[config.mk]
export PLATFORM = sky130hd
export DESIGN_NAME = acc_reg_bank
export DESIGN_NICKNAME = d
export VERILOG_FILES = /design/src/rtl/acc_reg_bank.sv
export SDC_FILE = /design/constraint.sdc
export NUM_CORES = 1
export LEC_CHECK = 0
export ABC_CLOCK_PERIOD_IN_PS = 4100
export BUFFER_PORTS_ARGS = -buffer_cell sky130_fd_sc_hd__buf_4
export CORE_ASPECT_RATIO = 1.75
export CORE_MARGIN = 5
export CORE_UTILIZATION = 35
export DETAILED_ROUTE_END_ITERATION = 7
export SLEW_MARGIN = 20
export SYNTH_ARGS = -nofsm -noshare
export SYNTH_HDL_FRONTEND = slang
export SYNTH_SLANG_ARGS = --single-unit
[constraint.sdc]
create_clock -name clk -period 4.1 [get_ports clk]
set_input_delay 0.82 -clock clk [delete_from_list [all_inputs] [get_ports clk]]
set_output_delay 0.82 -clock clk [all_outputs]
set_load 0.01 [all_outputs]
[src/rtl/acc_reg_bank.sv]
// Multi-channel accumulator register bank: per-channel load/add/sub with optional saturation,
// sticky overflow and beat counting; a last beat emits the result and auto-clears the channel.
module acc_reg_bank #(
  parameter int unsigned IN_W  = 8,
  parameter int unsigned ACC_W = 16,
  parameter int unsigned CH    = 4,
  parameter int unsigned SAT   = 1,
  parameter int unsigned CNT_W = 8,
  localparam int unsigned CW   = $clog2(CH)
) (
  input  logic             clk,
  input  logic             rst,
  input  logic             clr,
  input  logic             in_valid,
  output logic             in_ready,
  input  logic [CW-1:0]    in_ch,
  input  logic [1:0]       in_op,
  input  logic [IN_W-1:0]  in_data,
  input  logic             in_last,
  output logic             out_valid,
  input  logic             out_ready,
  output logic [CW-1:0]    out_ch,
  output logic [ACC_W-1:0] out_data,
  output logic [CNT_W-1:0] out_count,
  output logic             out_ovf,
  input  logic [CW-1:0]    rd_ch,
  output logic [ACC_W-1:0] rd_data
);

  localparam logic [1:0] OP_LOAD = 2'b01;
  localparam logic [1:0] OP_ADD  = 2'b10;
  localparam logic [1:0] OP_SUB  = 2'b11;

  logic [ACC_W-1:0] acc [CH];
  logic [CNT_W-1:0] cnt [CH];
  logic [CH-1:0]    ovf;

  logic             accept;
  logic [ACC_W-1:0] cur_acc, nxt_acc;
  logic [CNT_W-1:0] cur_cnt, nxt_cnt;
  logic             cur_ovf, nxt_ovf;
  logic [ACC_W:0]   opnd, sum_w, dif_w;

  // A pending result that is not being taken stalls the input side
  assign in_ready = !clr && (!out_valid || out_ready);
  assign accept   = in_valid && in_ready;
  assign rd_data  = acc[rd_ch];

  // Next value of the addressed channel for the current beat
  always_comb begin
    cur_acc = acc[in_ch];
    cur_cnt = cnt[in_ch];
    cur_ovf = ovf[in_ch];
    opnd    = (ACC_W+1)'(in_data);
    sum_w   = {1'b0, cur_acc} + opnd;
    dif_w   = {1'b0, cur_acc} - opnd;
    nxt_acc = cur_acc;
    nxt_ovf = cur_ovf;
    nxt_cnt = (cur_cnt == {CNT_W{1'b1}}) ? cur_cnt : cur_cnt + CNT_W'(1);
    case (in_op)
      OP_LOAD: begin
        nxt_acc = ACC_W'(in_data);
        nxt_cnt = CNT_W'(1);
        nxt_ovf = 1'b0;
      end
      OP_ADD: begin
        nxt_acc = sum_w[ACC_W-1:0];
        if (sum_w[ACC_W]) begin
          nxt_ovf = 1'b1;
          if (SAT != 0) nxt_acc = '1;
        end
      end
      OP_SUB: begin
        nxt_acc = dif_w[ACC_W-1:0];
        if (dif_w[ACC_W]) begin
          nxt_ovf = 1'b1;
          if (SAT != 0) nxt_acc = '0;
        end
      end
      default: ;
    endcase
  end

  always_ff @(posedge clk or posedge rst) begin
    if (rst) begin
      for (int unsigned i = 0; i < CH; i++) begin
        acc[i] <= '0;
        cnt[i] <= '0;
      end
      ovf       <= '0;
      out_valid <= 1'b0;
      out_ch    <= '0;
      out_data  <= '0;
      out_count <= '0;
      out_ovf   <= 1'b0;
    end else begin
      if (out_valid && out_ready) out_valid <= 1'b0;
      if (clr) begin
        for (int unsigned i = 0; i < CH; i++) begin
          acc[i] <= '0;
          cnt[i] <= '0;
        end
        ovf <= '0;
      end else if (accept) begin
        if (in_last) begin
          // Result goes to the output register; the channel restarts from zero
          acc[in_ch] <= '0;
          cnt[in_ch] <= '0;
          ovf[in_ch] <= 1'b0;
          out_valid  <= 1'b1;
          out_ch     <= in_ch;
          out_data   <= nxt_acc;
          out_count  <= nxt_cnt;
          out_ovf    <= nxt_ovf;
        end else begin
          acc[in_ch] <= nxt_acc;
          cnt[in_ch] <= nxt_cnt;
          ovf[in_ch] <= nxt_ovf;
        end
      end
    end
  end

endmodule

# Word-level counts from Yosys, hierarchy flattened
# Index checks and enable logic that the tools add are counted.
# word_totals
regBits,128
out_inout_bits,45
elab_cells,86
# op_classes
addsub,3
magnitude_cmp,5
eq_ne,4
muxes,41
bitwise_logic,9
reduce_logical,10
# ops
op,count
64-bit 2-to-1 mux,3
16-bit 2-to-1 mux,7
32-bit 2-to-1 mux,3
64-bit AND,1
16-bit binary-select mux with 2-bit select,2
64-bit bitwise mux,1
64-bit inverter,1
16-bit case mux with 3 select lines,1
8-bit 2-to-1 mux,5
32-bit AND,1
32-bit bitwise mux,1
16-bit demux with 2-bit select,1
32-bit inverter,1
16-bit by 8-bit adder with 17-bit output,1
16-bit by 8-bit subtractor with 17-bit output,1
8-bit binary-select mux with 2-bit select,1
8-bit demux with 2-bit select,1
4-bit 2-to-1 mux,3
8-bit by 1-bit adder with 8-bit output (second input constant),1
8-bit equality test (second input constant),1
1-bit 2-to-1 mux,8
3-bit >= comparator (second input constant),2
2-bit inverter with 3-bit output,2
1-bit logical AND,5
16 further kinds,18

# Logic depth before layout (Yosys ltp)
# Gate-level depths: netlist (run 1).
# logic_depth
depth_word,11
ltp_mapped,16
mapped_depth_nobuf,11

# Worst setup path before layout (run 1)
# No wires, ideal clock.
# synth_timing
kind,input-to-reg
from,input port in_ch[0]
to,register out_data[14]
t_arrival_ns,4.453
required_time_ns,3.975
setup_slack_ns,-0.478
path_stages,13
n_path_buf,5
cell_sequence,buf_6 buf_8 buf_2 clkbuf_1 mux4_2 ha_1 clkbuf_1 or4_1 nand3_1 or4b_1 nand4_1 o211ai_2 mux2_2
# synth_between
elab_chain_len,7
word_cells_on_any_way,9
classes_between,2 x add/sub; 6 x mux; 1 x bitwise
# synth_lines
item,line_no,rtl
start: declaration,16,"input logic [CW-1:0] in_ch,"
2-bit inverter with 3-bit output (implied by the code) *,51,cur_acc = acc[in_ch];
16-bit binary-select mux with 2-bit select *,51,
16-bit 2-to-1 mux (implied by the code) * (2 in a row),51,
16-bit by 8-bit subtractor with 17-bit output / 16-bit by 8-bit adder with 17-bit output (equally long branches),"56, 55",
16-bit 2-to-1 mux (on tied branches),"75, 68",
16-bit case mux with 3 select lines *,60,case (in_op)
end signal: assignment,112,out_data <= nxt_acc;
end: declaration,23,"output logic [ACC_W-1:0] out_data,"
# Every way passes the cells marked *; elsewhere a longest branch is shown, timed or not. The select of a mux whose other input is x is not followed.
# A chain may end at the register's enable or synchronous reset.

# Worst setup path after layout (run 1)
# layout_timing
from,input port in_ch[0]
to,register out_data[9]
# Same word-level chain as after synthesis.

==> results of run 1 <==
==> per-stage QoR <==
step | setup TNS [ns] | cell area [µm²] | power [mW]
CTS | 0 | 8921 | 3.332
global route | 0 | 8921 | 3.415
global placement | 0 | 8275 | 1.670
floorplan | -0.05488 | 7315 | 1.525
finish | 0 | 8921 | 3.300
detailed placement | -0.1678 | 8275 | 1.671
==> worst max-delay path, delay by kind of cell <==
kind	cells	cell delay, ns
AO/OA/AOI/OAI	5	1.39
adder cells (fa/ha/maj)	2	0.63
AND/OR/NAND/NOR	1	0.32
buffers and inverters	2	0.24
multiplexers	2	0.61
==> power by group <==
part | switching (mW) | internal (mW)
Combinational | 0.200 | 0.130
Clock | 0.548 | 1.11
Sequential | 0.0216 | 1.29
Total | 0.769 | 2.53
==> per-layer routing <==
layer | wire length (µm) | GRT usage [%]
met5 | 0 | 0
met4 | 711 | 7.335
met3 | 769 | 3.327
met2 | 12370 | 35.22
met1 | 8192 | 20.51
==> cell type report <==
cell class | instances | share of cell area, %
clock buffer | 21 | 5.161
clock inverter | 11 | 2.076
inverter | 21 | 0.9257
multi-input combinational | 466 | 43.14
sequential | 128 | 35.90
tap | 248 | 3.478
timing repair buffer | 104 | 9.313
==> cells in the final DEF, fill, tap and decap left out, types with 6 or more instances in the layout <==
master / netlist / final
clkbuf_16: 0 / 17
nor2b_1: 6 / 6
inv_1: 21 / 20
dfrtp_1: 128 / 128
xnor2_1: 11 / 11
mux4_2: 41 / 41
a21oi_1: 13 / 9
buf_4: 0 / 100
a31oi_1: 12 / 11
ha_1: 18 / 18
a22o_1: 55 / 55
nor2_1: 31 / 31
mux2i_1: 9 / 9
nand3_1: 9 / 8
nand2_1: 79 / 79
mux2_2: 14 / 14
nor3_1: 7 / 7
o21ai_0: 64 / 63
==> kinds of logic after synthesis <==
group	Yosys count	synth area share (%)
AO/OA/AOI/OAI	198	19.27
XOR/XNOR	15	1.805
adder cells (fa/ha/maj)	20	3.645
buffers and inverters	66	3.834
flip-flops	128	44.02
multiplexers	64	16.09
AND/OR/NAND/NOR	169	11.33
==> state kept, by name, summed over array words and instances (netlist names) <==
name	cells
ovf	4
out_count	8
out_valid	1
out_ovf	1
out_data	16
out_ch	2
cnt	32
acc	64
==> worst max-delay path by stage <==
stage	start	to	cells after the start
finish	in_ch[0]	out_data[9]	12
global route	in_ch[0]	out_data[9]	12
CTS	in_ch[0]	out_data[9]	12
detailed placement	in_ch[0]	out_data[9]	12
global placement	in_ch[0]	out_data[9]	12
floorplan	in_ch[0]	out_data[14]	13
==> metrics.txt, run 1 <==
R2R depth 9; Critical Path RT 4.45 ns; largest stage delay on the critical path 0.53 ns; Worst R2R End out_data[14]; Max Freq 0.2710 GHz; # placed instances 967; dpl ws -0.06186 ns; Synth Instances 660; final worst-path setup slack 0.4103 ns; share of cells above drive strength 1 28.10%; Worst Hold Endpoint out_data[7]; worst slew pin tran 0.9018 ns; Avg Vias per Cell 5.782; Seq/Total Area, Yosys 44.02%; diode count 0; hold slack 0.4815 ns; I/O pin count 65; multi-input logic area 0.003849 mm²; Ys Warns 0; Chip Width 119 µm; routed via count 5776; CP startpoint kind input pin; cell taking the most area after synthesis dfrtp_1; Final Hold Fails 0; global-route wire length before repair 35.06 mm; Slowest-stage cell, CP a31oi_1; Arrival @ worst endpoint 4.04 ns; Die Y 200.8 µm; Non-Filler Instances 999; sequential cell area 0.003203 mm²; CP endpoint kind register; post-DP HPWL 15.87 mm; RSZ-0062 raised after global routing no; Primary FF master, synth dfrtp_1; CP Max Fanout 9; initial antenna violation count 0; Post-CTS Setup Inserts 0; Initial Util 35.72%; worst rel slew slack 39.88%; outcome finished clean; syn nets 700; EDFF count, synth 0; worst r2r src acc[2]; Synth Cell Area 0.007277 mm²; drt total wl 22.04 mm; Clock Tree Buf Depth 2; clk_lat worst skew 0.41 ns; LEAKAGE 4.050 nW; most frequent cell after synthesis dfrtp_1; Final ANT Viol Nets 0; Num CTS Buffers 17; worst path cell trace buf_4 > mux4_2 > inv_1 > ha_1 > fa_1 > or2_2 > a21oi_2 > o21bai_2 > a31oi_1 > a41oi_1 > o211ai_1 > mux2_2; cts hold-fix bufs 0; area grow syn2layout 22.59%; clock slew at reported path FFs 0.06 ns; TritonCTS clock tree built; Layout Utilization 43.79%; Synth top area share 44.02%; post-route minimum period 3.690 ns; critical path class in2reg; routed len/inst 22.07 µm; Mapped Avg Cell Area 11.03 µm²; HP Class reg2reg; Nets 778; RD Place Congestion 0.8930; clk sinks 128; H-tree depth 4; Iteration-0 DRC Markers 377; first-pass detailed-route iteration total 4; flop2flop setup slack 0.72 ns; GRT Overall Usage 18.74%; core area 0.02037 mm²; Fillers 1901; largest net degree at the start of global routing 129; Congestion Overflow GR 0; FP Rows 69; top cells by area, synth dfrtp_1 (44%), mux4_2 (13%), a22o_1 (6.6%); die area 0.02389 mm²; vias in the first global route 6205; max-cap viol count 0; Power Density 369.9 mW/mm²; post-cts resize count 0; DRC errors left 0; Final Cycle Share 89.99%; ys async rst share 100.0%; Synth cell types 74; Max Transition Viols Final 0; clock root cell clkbuf_16; VDD IR max 0.2861 mV; clock skew 0.007113 ns; final setup fails 0; worst hold path stage count 2; worst min-delay path startpoint out_data[7]; Synth top cells by count dfrtp_1 (128), nand2_1 (79), o21ai_0 (64), a22o_1 (55), mux4_2 (41); number of port buffers 64; FF+latch count, synth 128
(Power assumes the default switching activity.)
==> run 2: changes to the inputs <==
BUFFER_PORTS_ARGS = -buffer_cell sky130_fd_sc_hd__buf_2   (was -buffer_cell sky130_fd_sc_hd__buf_4)
CORE_ASPECT_RATIO = 1.4   (was 1.75)
CTS_CLUSTER_DIAMETER = 200   (was unset)
==> metrics.txt, run 2 (synthesis results as in run 1) <==
drt total wl 21.93 mm (-0.51%); max-cap viol count 0 (unchanged); Worst R2R End out_data[6]; Avg Vias per Cell 5.743 (-0.67%); worst rel slew slack 38.36% (-1.5 points); Post-CTS Setup Inserts 0 (unchanged); Critical Path RT 4.46 ns (about the same); Chip Width 131.9 µm (+11%); routed via count 5858 (+1.4%); Max Freq 0.2648 GHz (-2.3%); Final Cycle Share 92.11% (+2.1 points); final setup fails 0 (unchanged); HP Class in2async; H-tree depth 4 (unchanged); instance count on the critical path 12 (unchanged); diode count 0 (unchanged); max reg flops 64 (unchanged); core area 0.02048 mm² (+0.52%); cts hold-fix bufs 0 (unchanged); Max Transition Viols Final 0 (unchanged); Biggest register acc; CP Max Fanout 9 (unchanged); post-route minimum period 3.777 ns (+0.08685 ns); Arrival @ worst endpoint 4.13 ns (+0.09 ns); number of port buffers 64 (unchanged); most common cell after layout, fill and taps aside dfrtp_1; initial antenna violation count 0 (unchanged); Congestion Overflow GR 0 (unchanged); Buf/Inv on CP 2 (unchanged); LEAKAGE 4.063 nW (+0.30%); Final Hold Fails 0 (unchanged); Num CTS Buffers 17 (unchanged); Clock Tree Buf Depth 2 (unchanged); most frequent cells in the layout dfrtp_1 (128), nand2_1 (79), buf_2 (64), o21ai_0 (63), a22o_1 (55); hold slack 0.4765 ns (-0.005054 ns); Slowest-stage cell, CP a31oi_1; Die Y 180.6 µm (-10%); post-DP HPWL 15.79 mm (-0.47%); Fillers 1955 (+2.8%); GRT Overall Usage 18.66% (-0.076 points); outcome finished clean; clock slew at reported path FFs 0.07 ns (about the same); routed len/inst 21.50 µm (-2.6%); final worst-path setup slack 0.3234 ns (-0.08685 ns); global-route wire length before repair 35.39 mm (+0.95%); DRC errors left 0 (unchanged); clk_lat worst skew 0.42 ns (about the same); TritonCTS clock tree built; first-pass detailed-route iteration total 5 (+1); largest net degree at the start of global routing 104 (-19%); Power Density 354.1 mW/mm² (-4.3%); Iteration-0 DRC Markers 344 (-8.8%); I/O pin count 65 (unchanged); CP startpoint kind input pin; vias in the first global route 6183 (-0.35%); Layout Utilization 43.02% (-0.77 points); RD Place Congestion 0.8678 (-2.8%); worst path cell trace buf_2 > mux4_2 > inv_1 > ha_1 > fa_1 > or2_2 > a21oi_2 > o21ai_0 > a211oi_1 > a21oi_1 > a31oi_1 > mux2_2; clock skew 0.01290 ns (+0.005789 ns); clock root cell clkbuf_16; RSZ-0062 raised after global routing no; worst r2r src acc[32]; FP Rows 62 (-10%); family with the most delay on the worst path compound AO/OA/AOI/OAI gates; CP endpoint kind register; largest stage delay on the critical path 0.60 ns (+0.07 ns); Final ANT Viol Nets 0 (unchanged); Initial Util 35.53% (-0.18 points); post-cts resize count 0 (unchanged); R2R depth 11 (+2); critical path class in2reg; VDD IR max 0.2110 mV (-26%); biggest regs acc (64), cnt (32), out_data (16); share of cells above drive strength 1 29.58% (+1.5 points); worst slew pin tran 0.9246 ns (+0.02287 ns); die area 0.02382 mm² (-0.31%); flop2flop setup slack 0.68 ns (-0.04 ns); area grow syn2layout 21.06%; dpl ws -0.08491 ns (-0.02305 ns); Nets 791 (+1.7%); clk sinks 128 (unchanged)
==> run 2: cell count changes in the layout (fill, tap and decap cells not counted), moves of 2 or more <==
cell	delta
clkbuf_1	-2
buf_2	+64
clkinv_2	-4
bufinv_16	-4
buf_4	-52
inv_6	+8
==> run 2: worst max-delay path by stage <==
stage	to	slack, ns	start
2_1_floorplan	out_data[14]	-0.05	in_ch[0]
3_3_place_gp	out_data[6]	-0.07	in_ch[0]
3_5_place_dp	out_data[6]	-0.08	in_ch[0]
4_1_cts	out_data[6]	0.34	in_ch[0]
5_1_grt	acc[4]	0.13	in_ch[0]
6_report	out_data[6]	0.32	in_ch[0]
==> run 2: cell type report <==
| cell class | count | area, µm² | share of cell area, % |
|---|---|---|---|
| timing repair buffer | 117 | 780.7 | 8.862 |
| sequential | 128 | 3203 | 36.36 |
| tap | 256 | 320.3 | 3.636 |
| multi-input combinational | 466 | 3841 | 43.60 |
| inverter | 21 | 82.58 | 0.9374 |
| clock inverter | 14 | 142.6 | 1.619 |
| clock buffer | 18 | 439.2 | 4.985 |
==> run 2: stage by stage <==
step	setup TNS [ns]	std cells	cell area, µm²	power (mW)
6_report	0	1020	8810	3.119
5_1_grt	0	1020	8810	3.237
4_1_cts	0	1020	8810	3.146
3_5_place_dp	-0.3404	988	8228	1.654
3_3_place_gp	-0.2270	988	8228	1.652
2_1_floorplan	-0.05488	660	7315	1.525
==> run 2: per-layer routing <==
layer	share of wire, %	up-vias	global-route usage [%]
met5	0	-	0
met4	3.2	0	7.040
met3	3.7	42	3.352
met2	54	186	33.27
met1	40	2962	22.24
li1	-	2668	-
==> run 2: worst reg2reg max path, stage by stage (launching register included) <==
cell and delay (ns):
dfrtp_1 0.38, mux4_2 0.26, inv_1 0.06, ha_1 0.21, fa_1 0.44, or2_2 0.32, a21oi_2 0.28, o21ai_0 0.16
a211oi_1 0.28, a21oi_1 0.10, a31oi_1 0.60, mux2_2 0.28
==> run 2: power by group <==
part	total, mW	switching (mW)	internal [mW]
logic	0.314	0.199	0.115
clock network	1.49	0.622	0.870
registers	1.31	0.0202	1.29
